`src/rtl/ddr2_scrub_scheduler.sv`:
```
// Patrol-scrub sequencer: walks every address of every online rank, one read per interval,
// yielding to host traffic and writing back data that came back with a corrected error.
module ddr2_scrub_scheduler #(
  parameter int ADDR_WIDTH   = 25,
  parameter int NUM_RANKS    = 1,
  parameter int BURST_STRIDE = 4
) (
  input  logic                  clk,
  input  logic                  reset,
  input  logic                  scrub_enable,
  input  logic [31:0]           scrub_interval,
  input  logic [ADDR_WIDTH-1:0] scrub_last_addr,
  input  logic [NUM_RANKS-1:0]  rank_offline,
  input  logic                  host_busy,
  output logic                  scrub_req,
  output logic                  scrub_we,
  output logic [ADDR_WIDTH-1:0] scrub_addr,
  output logic [3:0]            scrub_rank,
  input  logic                  scrub_gnt,
  input  logic                  rd_valid,
  input  logic                  rd_ce,
  output logic                  scrub_active,
  output logic [31:0]           scrub_progress,
  output logic                  pass_done,
  output logic [15:0]           pass_count
);

  typedef enum logic [2:0] {S_IDLE, S_WAIT, S_REQ, S_RESP, S_WB, S_ADV} state_t;

  state_t                state_q, state_d;
  logic [31:0]           cnt_q, cnt_d;
  logic [ADDR_WIDTH-1:0] addr_q, addr_d;
  logic [3:0]            rank_q, rank_d;
  logic                  skip_q, skip_d;
  logic                  pass_done_q, pass_done_d;
  logic [15:0]           pass_count_q, pass_count_d;
  logic                  active_q;

  logic [15:0]           online_w;
  logic                  any_online;
  logic [31:0]           interval_load;
  logic [ADDR_WIDTH:0]   sum_w;
  logic                  exhausted;
  logic                  nxt_found;
  logic                  nxt_wrap;
  logic [3:0]            nxt_rank;

  // Ranks beyond NUM_RANKS read as permanently offline.
  for (genvar gi = 0; gi < 16; gi++) begin : g_online
    if (gi < NUM_RANKS) begin : g_real
      assign online_w[gi] = ~rank_offline[gi];
    end else begin : g_absent
      assign online_w[gi] = 1'b0;
    end
  end

  assign any_online    = |online_w;
  assign interval_load = (scrub_interval == 32'd0) ? 32'd1 : scrub_interval;
  assign sum_w         = {1'b0, addr_q} + (ADDR_WIDTH+1)'(BURST_STRIDE);
  assign exhausted     = skip_q || (sum_w > {1'b0, scrub_last_addr});

  // Next online rank above the current one; failing that, wrap and search from rank 0.
  always_comb begin
    nxt_found = 1'b0;
    nxt_wrap  = 1'b0;
    nxt_rank  = 4'd0;
    for (int r = 0; r < 16; r++) begin
      if (!nxt_found && r > int'(rank_q) && online_w[r]) begin
        nxt_found = 1'b1;
        nxt_rank  = 4'(r);
      end
    end
    for (int r = 0; r < 16; r++) begin
      if (!nxt_found && r <= int'(rank_q) && online_w[r]) begin
        nxt_found = 1'b1;
        nxt_wrap  = 1'b1;
        nxt_rank  = 4'(r);
      end
    end
  end

  always_comb begin
    state_d      = state_q;
    cnt_d        = cnt_q;
    addr_d       = addr_q;
    rank_d       = rank_q;
    skip_d       = 1'b0;
    pass_done_d  = 1'b0;
    pass_count_d = pass_count_q;
    scrub_req    = 1'b0;
    scrub_we     = 1'b0;
    case (state_q)
      S_IDLE: begin
        if (scrub_enable && any_online) begin
          state_d = S_WAIT;
          cnt_d   = interval_load;
        end
      end
      S_WAIT: begin
        if (!scrub_enable || !any_online) begin
          state_d = S_IDLE;
        end else if (cnt_q <= 32'd1) begin
          state_d = S_REQ;
          cnt_d   = 32'd0;
        end else begin
          cnt_d = cnt_q - 32'd1;
        end
      end
      S_REQ: begin
        if (!online_w[rank_q]) begin
          skip_d  = 1'b1;
          state_d = S_ADV;
        end else begin
          scrub_req = !host_busy;
          if (scrub_req && scrub_gnt) state_d = S_RESP;
        end
      end
      S_RESP: begin
        if (rd_valid) state_d = rd_ce ? S_WB : S_ADV;
      end
      S_WB: begin
        scrub_req = !host_busy;
        scrub_we  = 1'b1;
        if (scrub_req && scrub_gnt) state_d = S_ADV;
      end
      S_ADV: begin
        if (exhausted) begin
          addr_d = '0;
          if (nxt_found) begin
            rank_d       = nxt_rank;
            pass_done_d  = nxt_wrap;
            pass_count_d = pass_count_q + {15'd0, nxt_wrap};
          end else begin
            rank_d = 4'd0;
          end
        end else begin
          addr_d = sum_w[ADDR_WIDTH-1:0];
        end
        if (scrub_enable && any_online) begin
          state_d = S_WAIT;
          cnt_d   = interval_load;
        end else begin
          state_d = S_IDLE;
        end
      end
      default: state_d = S_IDLE;
    endcase
  end

  always_ff @(posedge clk) begin
    if (reset) begin
      state_q      <= S_IDLE;
      cnt_q        <= 32'd0;
      addr_q       <= '0;
      rank_q       <= 4'd0;
      skip_q       <= 1'b0;
      pass_done_q  <= 1'b0;
      pass_count_q <= 16'd0;
      active_q     <= 1'b0;
    end else begin
      state_q      <= state_d;
      cnt_q        <= cnt_d;
      addr_q       <= addr_d;
      rank_q       <= rank_d;
      skip_q       <= skip_d;
      pass_done_q  <= pass_done_d;
      pass_count_q <= pass_count_d;
      active_q     <= (state_d != S_IDLE);
    end
  end

  assign scrub_addr     = addr_q;
  assign scrub_rank     = rank_q;
  assign scrub_active   = active_q;
  assign scrub_progress = {rank_q, 28'(addr_q)};
  assign pass_done      = pass_done_q;
  assign pass_count     = pass_count_q;

endmodule
```
`config.mk`:
```
export PLATFORM = sky130hd
export DESIGN_NAME = ddr2_scrub_scheduler
export DESIGN_NICKNAME = d
export VERILOG_FILES = /design/src/rtl/ddr2_scrub_scheduler.sv
export SDC_FILE = /design/constraint.sdc
export NUM_CORES = 1
export LEC_CHECK = 0
export CORE_MARGIN = 3
export CORE_UTILIZATION = 50
export DETAILED_ROUTE_END_ITERATION = 8
export PLACE_DENSITY = 0.82
export SLEW_MARGIN = 20
export SYNTH_ARGS = -nofsm -noshare
export SYNTH_HDL_FRONTEND = slang
export SYNTH_SLANG_ARGS = --single-unit
```
`constraint.sdc`:
```
create_clock -name clk -period 4.7 [get_ports clk]
set_clock_uncertainty 0.2 [all_clocks]
set_input_delay 0.94 -clock clk [delete_from_list [all_inputs] [get_ports clk]]
set_output_delay 0.94 -clock clk [all_outputs]
set_load 0.02 [all_outputs]
```
==> impl_metrics.prom, run 1 <==
# TYPE chip_impl_metric gauge
chip_impl_metric{name="postSynth.asyncResetShare",unit=""} 0
chip_impl_metric{name="boundary_pins",unit=""} 146
chip_impl_info{name="worstReg2RegStart",value="scrub_addr[2]$_SDFFE_PP0P_"} 1
chip_impl_metric{name="share_comb_of_total_power",unit=""} 0.260
chip_impl_metric{name="fill_cells",unit=""} 910
chip_impl_metric{name="floorplan.initialDensity",unit=""} 0.5264
chip_impl_metric{name="clock_power_share",unit=""} 0.308
chip_impl_info{name="outcome",value="finished clean"} 1
chip_impl_metric{name="coreArea",unit="mm2"} 0.01060
chip_impl_metric{name="timing.fmax",unit="MHz"} 227.0
chip_impl_info{name="setup.worst_path.class",value="reg -> reg"} 1
chip_impl_metric{name="die_area",unit="mm2"} 0.01246
chip_impl_info{name="worstHoldPathType",value="reg -> reg"} 1
chip_impl_metric{name="final_min_period_over_clock_period",unit=""} 0.9373
chip_impl_metric{name="drcViolationCount",unit=""} 0
chip_impl_metric{name="post_route_cells_drive_above_1_share",unit=""} 0.05206
chip_impl_metric{name="ff2ff_path_depth",unit=""} 15
chip_impl_metric{name="place.detailed.hpwl",unit="mm"} 11.23
chip_impl_metric{name="setup_tns",unit="ps"} 0
chip_impl_metric{name="worstPathRequired",unit="ps"} 4720
chip_impl_info{name="synth_top_cells_by_area",value="sky130_fd_sc_hd__dfxtp_1, sky130_fd_sc_hd__ha_1, sky130_fd_sc_hd__a21oi_1"} 1
chip_impl_metric{name="synth_edf_count",unit=""} 0
chip_impl_metric{name="routed_wire_length_per_instance",unit="um"} 16.03
chip_impl_metric{name="summed_area_of_non_filler_cells_in_the_final_layout",unit="mm2"} 0.006862
chip_impl_metric{name="synth.yosys.seq_area_share",unit=""} 0.2762
chip_impl_metric{name="post-route-util",unit=""} 0.6472
chip_impl_metric{name="max-slew-margin-rel",unit=""} 0.3167
chip_impl_metric{name="seq_power_share",unit=""} 0.432
chip_impl_metric{name="final-max-slew-violation-count",unit=""} 0
chip_impl_metric{name="hold-path-cell-count",unit=""} 2
chip_impl_metric{name="num_cts_buffers",unit=""} 9
chip_impl_metric{name="max_cap_viol_count",unit=""} 0
chip_impl_info{name="endpoint_kind",value="flop"} 1
chip_impl_metric{name="finalNetCount",unit=""} 914
chip_impl_metric{name="synth_instances",unit=""} 744
chip_impl_metric{name="cp_data_arrival_time",unit="ps"} 4430
chip_impl_metric{name="cell_internal_pwr",unit="mW"} 1.125
chip_impl_metric{name="setup_viol",unit=""} 0
chip_impl_metric{name="drt_first_pass_iters",unit=""} 5
chip_impl_info{name="grt_setup_unrepaired",value="no"} 1
chip_impl_metric{name="clkLatencyLatePin",unit="ps"} 360
chip_impl_info{name="endpoint",value="pass_count[1]$_SDFFE_PP0P_"} 1
chip_impl_metric{name="ir_drop",unit="uV"} 152.3
chip_impl_metric{name="number_of_warnings_reported_in_the_yosys_synthesis_log",unit=""} 0
chip_impl_metric{name="switching_share",unit=""} 0.3250
chip_impl_metric{name="placedCellCount",unit=""} 946
chip_impl_metric{name="place.port_buffers",unit=""} 130
chip_impl_metric{name="power_leakage",unit="nW"} 2.632
chip_impl_metric{name="power_switching",unit="mW"} 0.5415
chip_impl_metric{name="global_route.usage.met1",unit=""} 0.3052
chip_impl_metric{name="placementRows",unit=""} 37
chip_impl_metric{name="ys_types",unit=""} 61
chip_impl_metric{name="finalWorstPathRequiredPeriod",unit="ps"} 4405
chip_impl_metric{name="post_synthesis_sequential_element_count",unit=""} 77
chip_impl_metric{name="timing_worst_slew_pin_value",unit="ps"} 1016
chip_impl_metric{name="post-cts-setup-buffers",unit=""} 0
chip_impl_metric{name="pwr_per_cell_area",unit="mW/mm2"} 242.8
chip_impl_metric{name="timing.reg2reg.setup_slack",unit="ps"} 290
chip_impl_metric{name="grtUsageMet2",unit=""} 0.4029
chip_impl_metric{name="detail-route-antenna-nets",unit=""} 0
chip_impl_metric{name="grt_start_max_net_pins",unit=""} 50
chip_impl_info{name="tritoncts_clock_tree",value="done"} 1
chip_impl_info{name="synth_area_leader_cell",value="sky130_fd_sc_hd__dfxtp_1"} 1
chip_impl_metric{name="drt_iter0_markers",unit=""} 433
chip_impl_metric{name="die_width",unit="um"} 111.6
chip_impl_metric{name="grt_pass1_wl",unit="mm"} 25.42
chip_impl_info{name="setup.worst_path.start_class",value="flop"} 1
chip_impl_metric{name="vias",unit=""} 5727
chip_impl_info{name="synth.top_cells.by_count",value="sky130_fd_sc_hd__dfxtp_1, sky130_fd_sc_hd__nand2_1, sky130_fd_sc_hd__a21oi_1"} 1
chip_impl_metric{name="grt_usage",unit=""} 0.2374
chip_impl_info{name="worstReg2RegEnd",value="pass_count[1]$_SDFFE_PP0P_"} 1
chip_impl_info{name="synth_top_flop_cell",value="sky130_fd_sc_hd__dfxtp_1"} 1
chip_impl_info{name="clk_root_buffer_cell",value="sky130_fd_sc_hd__clkbuf_8"} 1
chip_impl_metric{name="numClockSinks",unit=""} 77
chip_impl_metric{name="post_synthesis_average_cell_area",unit="um2"} 7.500
chip_impl_metric{name="grt.met3_usage",unit=""} 0.04076
chip_impl_metric{name="area_growth",unit="%"} 22.96
chip_impl_metric{name="timing.final.hold_violations",unit=""} 0
chip_impl_metric{name="die-height",unit="um"} 111.6
chip_impl_metric{name="cts-hold-fix-buffers",unit=""} 0
chip_impl_info{name="yosys.cell_count.top_type",value="sky130_fd_sc_hd__dfxtp_1"} 1
chip_impl_metric{name="syn-cell-area",unit="mm2"} 0.005580
chip_impl_metric{name="grt.overflow.total",unit=""} 0
chip_impl_metric{name="cts_resized",unit=""} 0
chip_impl_metric{name="critical_path_peak_fanout",unit=""} 41
chip_impl_metric{name="final-instance-count-excl-fill",unit=""} 962
chip_impl_metric{name="vias_in_the_first_global_route",unit=""} 5412
chip_impl_metric{name="number_of_inserted_diodes",unit=""} 0
chip_impl_metric{name="via_per_inst",unit=""} 5.953
chip_impl_metric{name="h-tree-depth",unit=""} 3
chip_impl_metric{name="max-clock-path-buffers",unit=""} 2
chip_impl_metric{name="clock_pin_slew_on_the_worst_setup_and_hold_paths",unit="ps"} 90
chip_impl_metric{name="dpl_cell_area",unit="mm2"} 0.006661
chip_impl_metric{name="totalWireLength",unit="mm"} 15.42
chip_impl_metric{name="synth.top_cell.area_share",unit=""} 0.2762
chip_impl_metric{name="antenna_found_initial",unit=""} 0
chip_impl_info{name="global_route.peak_usage_layer",value="met2"} 1
chip_impl_info{name="crit_start",value="scrub_addr[2]$_SDFFE_PP0P_"} 1
chip_impl_metric{name="place.gp.congestion",unit=""} 0.9085
cell type report:
type | instances | area (um2) | share of cell area
clock buffers | 10 | 137.6 | 0.02006
multi-input cells | 559 | 3458 | 0.5040
flip-flops and latches | 77 | 1541 | 0.2247
repair buffers | 138 | 1356 | 0.1977
well taps | 136 | 170.2 | 0.02480
inverters | 36 | 135.1 | 0.01969
clock inverters | 6 | 62.56 | 0.009117
power by group through the flow:
stage               clock network [mW]  logic [mW]  registers, mW
floorplan                            0       0.294          0.727
finish                           0.513       0.434          0.720
CTS                              0.516       0.429          0.719
detailed placement                   0       0.424          0.734
global placement                     0       0.411          0.731
global route                     0.549       0.472          0.725
per-stage QoR:
step | power [mW] | worst slack [ps] | hold WS, ps
after floorplan | 1.021 | 457.9 | 249.8
after global placement | 1.142 | 594.9 | 262.1
after detailed placement | 1.158 | 371.6 | 267.5
after CTS | 1.663 | 348.3 | 279.6
after global routing | 1.746 | 15.66 | 307.4
final | 1.666 | 294.8 | 282.9
cell usage in the layout (no fill, tap or decap), drive strengths merged, types with 3 or more instances in the layout:
cell type      count
ha                28
clkinvlp           3
nand2b             7
or3                5
and4               7
clkbuf            10
a31oi              7
a211oi             4
nor4              16
a21o               5
clkdlybuf4s50    129
and3              11
nor3              20
inv               36
o41ai              5
nand2             71
nand3             30
a32o              14
conb              15
nand4             25
xnor2             13
o31ai             17
or4               12
nor2b              8
o211ai             3
nor2              63
dfxtp             77
a22oi             14
a21oi             69
o21ai             48
and2               8
nor3b              3
buf                9
xor2              10
sequential cells by signal (all words and copies together), names as in the netlist:
| signal | count |
|---|---|
| pass_count | 16 |
| cnt_q | 32 |
| scrub_active | 1 |
| pass_done | 1 |
| skip_q | 1 |
| scrub_addr | 23 |
| state_q | 3 |
worst max-delay path, cell delays in order, from the launching register on:
cell and delay (ps):
sky130_fd_sc_hd__dfxtp_1 440, sky130_fd_sc_hd__ha_1 250, sky130_fd_sc_hd__and3_1 290, sky130_fd_sc_hd__and3_1 310, sky130_fd_sc_hd__and4_1 330, sky130_fd_sc_hd__nand4_1 180, sky130_fd_sc_hd__xnor2_1 170, sky130_fd_sc_hd__ha_1 300
sky130_fd_sc_hd__a21o_1 180, sky130_fd_sc_hd__nand3_1 70, sky130_fd_sc_hd__o211ai_1 120, sky130_fd_sc_hd__or4b_1 610, sky130_fd_sc_hd__a21oi_4 160, sky130_fd_sc_hd__buf_4 340, sky130_fd_sc_hd__nor3_1 140, sky130_fd_sc_hd__mux2i_1 150
worst min path at each step:
stage                           start                      to  slack [ps]
2_1_floorplan  cnt_q[11]$_SDFFE_PP0P_  cnt_q[11]$_SDFFE_PP0P_         250
3_3_place_gp   cnt_q[31]$_SDFFE_PP0P_  cnt_q[31]$_SDFFE_PP0P_         260
3_5_place_dp   cnt_q[31]$_SDFFE_PP0P_  cnt_q[31]$_SDFFE_PP0P_         270
4_1_cts        cnt_q[31]$_SDFFE_PP0P_  cnt_q[31]$_SDFFE_PP0P_         280
5_1_grt        cnt_q[31]$_SDFFE_PP0P_  cnt_q[31]$_SDFFE_PP0P_         310
6_report       cnt_q[31]$_SDFFE_PP0P_  cnt_q[31]$_SDFFE_PP0P_         280
per-layer routing:
metal  part of all wire  routed length [um]
met3              0.067                1030
met1               0.42                6541
met2               0.49                7533
met5                  0                   0
met4              0.020                 316
cells by family (layout without fill, tap and decap cells):
| logic type | count (synthesis) | count (layout) | synth area share |
|---|---|---|---|
| multiplexers | 2 | 2 | 0.003588 |
| adder cells (fa/ha/maj) | 28 | 28 | 0.06278 |
| AO/OA/AOI/OAI | 197 | 197 | 0.2222 |
| AND/OR/NAND/NOR | 294 | 294 | 0.2830 |
| XOR/XNOR | 23 | 23 | 0.03610 |
| flip-flops | 77 | 77 | 0.2762 |
| other | 1 | 15 | 0.0006720 |
| buffers and inverters | 122 | 190 | 0.1155 |
Power figures use the tool's default switching activity.
==> run 2: changes to the inputs <==
- GPL_TIMING_DRIVEN: unset -> 0
- SLEW_MARGIN: 20 -> unset
==> run 2 against run 1 <==
Effect of this change:
- first-iteration DRC count grew 29%
- clock power grew 16%
- setup slack lost 90 ps
- routed wire length increased by 16%
- cell count grew 7.9%
- critical path depth up 1
- via count grew 8.5%
- sequential power fell by 2%
==> impl_metrics.prom, run 2 (same netlist as run 1, synthesis figures left out) <==
# TYPE chip_impl_metric gauge
chip_impl_info{name="worstReg2RegStart",value="scrub_addr[3]$_SDFFE_PP0P_"} 1
chip_impl_metric{name="pwr_per_cell_area",unit="mW/mm2"} 244.2
chip_impl_metric{name="place.port_buffers",unit=""} 128
chip_impl_metric{name="ff2ff_path_depth",unit=""} 16
chip_impl_metric{name="max-slew-margin-rel",unit=""} 0.3573
chip_impl_metric{name="post_route_cells_drive_above_1_share",unit=""} 0.1020
chip_impl_metric{name="summed_area_of_non_filler_cells_in_the_final_layout",unit="mm2"} 0.007343
chip_impl_metric{name="switching_share",unit=""} 0.3196
chip_impl_metric{name="place.gp.congestion",unit=""} 0.9281
chip_impl_metric{name="worstPathRequired",unit="ps"} 4780
chip_impl_metric{name="ir_drop",unit="uV"} 189.1
chip_impl_metric{name="num_cts_buffers",unit=""} 9
chip_impl_metric{name="area_growth",unit="%"} 31.59
chip_impl_metric{name="routed_wire_length_per_instance",unit="um"} 17.27
chip_impl_info{name="layout.cells.most_common_list",value="sky130_fd_sc_hd__clkdlybuf4s50_1, sky130_fd_sc_hd__dfxtp_1, sky130_fd_sc_hd__nand2_1"} 1
chip_impl_info{name="clk_root_buffer_cell",value="sky130_fd_sc_hd__clkbuf_8"} 1
chip_impl_metric{name="detail-route-antenna-nets",unit=""} 0
chip_impl_metric{name="grt_pass1_wl",unit="mm"} 28.38
chip_impl_metric{name="die_width",unit="um"} 111.6
chip_impl_metric{name="number_of_inserted_diodes",unit=""} 0
chip_impl_metric{name="setup_tns",unit="ps"} 0
chip_impl_metric{name="max-clock-path-buffers",unit=""} 2
chip_impl_metric{name="grt_start_max_net_pins",unit=""} 14
chip_impl_info{name="setup.worst_path.start_class",value="flop"} 1
chip_impl_metric{name="power_leakage",unit="nW"} 2.915
chip_impl_metric{name="vias_in_the_first_global_route",unit=""} 5815
chip_impl_metric{name="max_cap_viol_count",unit=""} 0
chip_impl_info{name="outcome",value="finished clean"} 1
chip_impl_info{name="worst_hold_startpoint",value="cnt_q[30]$_SDFFE_PP0P_"} 1
chip_impl_info{name="worstReg2RegEnd",value="scrub_addr[12]$_SDFFE_PP0P_"} 1
chip_impl_metric{name="placementRows",unit=""} 37
chip_impl_metric{name="final-instance-count-excl-fill",unit=""} 1038
chip_impl_metric{name="vias",unit=""} 6215
chip_impl_metric{name="place.detailed.hpwl",unit="mm"} 13.70
chip_impl_metric{name="die-height",unit="um"} 111.6
chip_impl_info{name="tritoncts_clock_tree",value="done"} 1
chip_impl_metric{name="final-max-slew-violation-count",unit=""} 0
chip_impl_metric{name="via_per_inst",unit=""} 5.987
chip_impl_metric{name="timing_worst_slew_pin_value",unit="ps"} 955.3
chip_impl_metric{name="cell_internal_pwr",unit="mW"} 1.220
chip_impl_metric{name="floorplan.initialDensity",unit=""} 0.5264
chip_impl_metric{name="critical_path_peak_fanout",unit=""} 10
chip_impl_metric{name="h-tree-depth",unit=""} 3
chip_impl_metric{name="final_min_period_over_clock_period",unit=""} 0.9564
chip_impl_metric{name="finalNetCount",unit=""} 990
chip_impl_metric{name="clock_power_share",unit=""} 0.332
chip_impl_metric{name="clkLatencyLatePin",unit="ps"} 360
chip_impl_metric{name="timing.final.hold_violations",unit=""} 0
chip_impl_metric{name="boundary_pins",unit=""} 146
chip_impl_metric{name="timing.reg2reg.setup_slack",unit="ps"} 200
chip_impl_metric{name="totalWireLength",unit="mm"} 17.93
chip_impl_metric{name="setup_viol",unit=""} 0
chip_impl_metric{name="die_area",unit="mm2"} 0.01246
chip_impl_metric{name="seq_power_share",unit=""} 0.395
chip_impl_metric{name="power_switching",unit="mW"} 0.5732
chip_impl_info{name="worstHoldPathType",value="reg -> reg"} 1
chip_impl_metric{name="grt_usage",unit=""} 0.2718
chip_impl_info{name="layout.cells.most_common",value="sky130_fd_sc_hd__clkdlybuf4s50_1"} 1
chip_impl_metric{name="largest_register_ffs",unit=""} 32
chip_impl_metric{name="share_comb_of_total_power",unit=""} 0.273
chip_impl_info{name="endpoint_kind",value="flop"} 1
chip_impl_metric{name="drcViolationCount",unit=""} 0
chip_impl_metric{name="antenna_found_initial",unit=""} 0
chip_impl_metric{name="hold-path-cell-count",unit=""} 2
chip_impl_info{name="setup.worst_path.class",value="reg -> reg"} 1
chip_impl_info{name="registers.top_by_ff_count",value="cnt_q"} 1
chip_impl_info{name="grt_setup_unrepaired",value="no"} 1
chip_impl_metric{name="finalWorstPathRequiredPeriod",unit="ps"} 4495
chip_impl_metric{name="cp_data_arrival_time",unit="ps"} 4570
chip_impl_metric{name="numClockSinks",unit=""} 77
chip_impl_metric{name="timing.fmax",unit="MHz"} 222.5
chip_impl_metric{name="drt_first_pass_iters",unit=""} 5
chip_impl_info{name="worst_hold_path.endpoint",value="cnt_q[30]$_SDFFE_PP0P_"} 1
chip_impl_metric{name="drt_iter0_markers",unit=""} 559
chip_impl_metric{name="placedCellCount",unit=""} 1022
chip_impl_metric{name="dpl_cell_area",unit="mm2"} 0.007084
chip_impl_metric{name="worst_hold_slack",unit="ps"} 280.8
chip_impl_metric{name="coreArea",unit="mm2"} 0.01060
chip_impl_metric{name="fin_total_pwr",unit="mW"} 1.794
chip_impl_metric{name="clock_pin_slew_on_the_worst_setup_and_hold_paths",unit="ps"} 80
chip_impl_metric{name="grt.overflow.total",unit=""} 0
-- run 2: cell count changes in the layout (fill, tap and decap cells not counted), moves of 2 or more --
cell                         change
sky130_fd_sc_hd__buf_6           +2
sky130_fd_sc_hd__and3_1          -2
sky130_fd_sc_hd__clkinvlp_4      -2
sky130_fd_sc_hd__buf_4          +38
sky130_fd_sc_hd__and3_2          +2
sky130_fd_sc_hd__clkbuf_1       +32
sky130_fd_sc_hd__buf_2           +3
-- run 2: per-layer routing --
metal | GRT usage | part of all wire | routed length, um | up-vias
li1 | - | - | - | 2953
met1 | 0.3418 | 0.41 | 7279 | 2929
met2 | 0.4652 | 0.49 | 8800 | 296
met3 | 0.05761 | 0.085 | 1531 | 37
met4 | 0.08516 | 0.018 | 316 | 0
met5 | 0 | 0 | 0 | -
-- run 2: worst max-delay path by stage --
stage	startpoint	to	slack, ps	depth (start not counted)
final	scrub_addr[3]$_SDFFE_PP0P_	scrub_addr[12]$_SDFFE_PP0P_	200	16
after global routing	scrub_addr[3]$_SDFFE_PP0P_	scrub_addr[18]$_SDFFE_PP0P_	20	16
after CTS	scrub_addr[2]$_SDFFE_PP0P_	scrub_addr[12]$_SDFFE_PP0P_	20	17
after detailed placement	scrub_addr[2]$_SDFFE_PP0P_	scrub_addr[12]$_SDFFE_PP0P_	-190	18
after global placement	scrub_addr[2]$_SDFFE_PP0P_	scrub_addr[18]$_SDFFE_PP0P_	-110	18
after floorplan	scrub_addr[2]$_SDFFE_PP0P_	scrub_addr[18]$_SDFFE_PP0P_	460	18
-- run 2: cell type report --
cell class              instances  area [um2]
multi-input cells             559        3465
fillers                       942        3258
flip-flops and latches         77        1543
repair buffers                130        1296
plain buffers                  84       501.7
well taps                     136       170.2
clock buffers                  11       151.4
inverters                      36       135.1
clock inverters                 5       81.33
-- run 2: power groups by stage --
stage,registers (mW),clock network [mW],logic [mW]
after global routing,0.712,0.620,0.530
final,0.708,0.595,0.490
after detailed placement,0.723,0,0.477
after global placement,0.722,0,0.467
after floorplan,0.727,0,0.294
after CTS,0.707,0.599,0.479
-- run 2: stage by stage --
stage | utilization | worst slack [ps]
6_report | 0.6927 | 204.8
5_1_grt | 0.6927 | 19.38
4_1_cts | 0.6907 | 20.15
3_5_place_dp | 0.6682 | -193.7
3_3_place_gp | 0.6682 | -107.7
2_1_floorplan | - | 457.9
-- run 2: worst max-delay path: stages (launching register included) --
cell	delay, ps
sky130_fd_sc_hd__dfxtp_1	430
sky130_fd_sc_hd__ha_2	250
sky130_fd_sc_hd__and3_2	260
sky130_fd_sc_hd__and3_2	270
sky130_fd_sc_hd__and4_2	310
sky130_fd_sc_hd__nand4_1	200
sky130_fd_sc_hd__xnor2_1	190
sky130_fd_sc_hd__ha_1	300
sky130_fd_sc_hd__a21o_1	190
sky130_fd_sc_hd__nand3_1	80
sky130_fd_sc_hd__o211ai_1	130
sky130_fd_sc_hd__or4b_4	600
sky130_fd_sc_hd__a21oi_4	290
sky130_fd_sc_hd__buf_4	230
sky130_fd_sc_hd__buf_4	200
sky130_fd_sc_hd__nand3_1	100
sky130_fd_sc_hd__a21oi_1	180
-- run 2: repair_timing --
action	4_1_cts	5_1_grt
gates cloned	0	0
pin swaps	0	1
setup endpoints to repair	36	40
hold buffers	0	0
setup buffers	0	2
gates resized for setup	2	5
==> run 3: changes to the inputs <==
- CTS_BUF_LIST: unset -> sky130_fd_sc_hd__clkbuf_8 sky130_fd_sc_hd__clkbuf_16
==> results of run 3 <==
The final DEF is identical to that of run 2; final timing and power are the same.
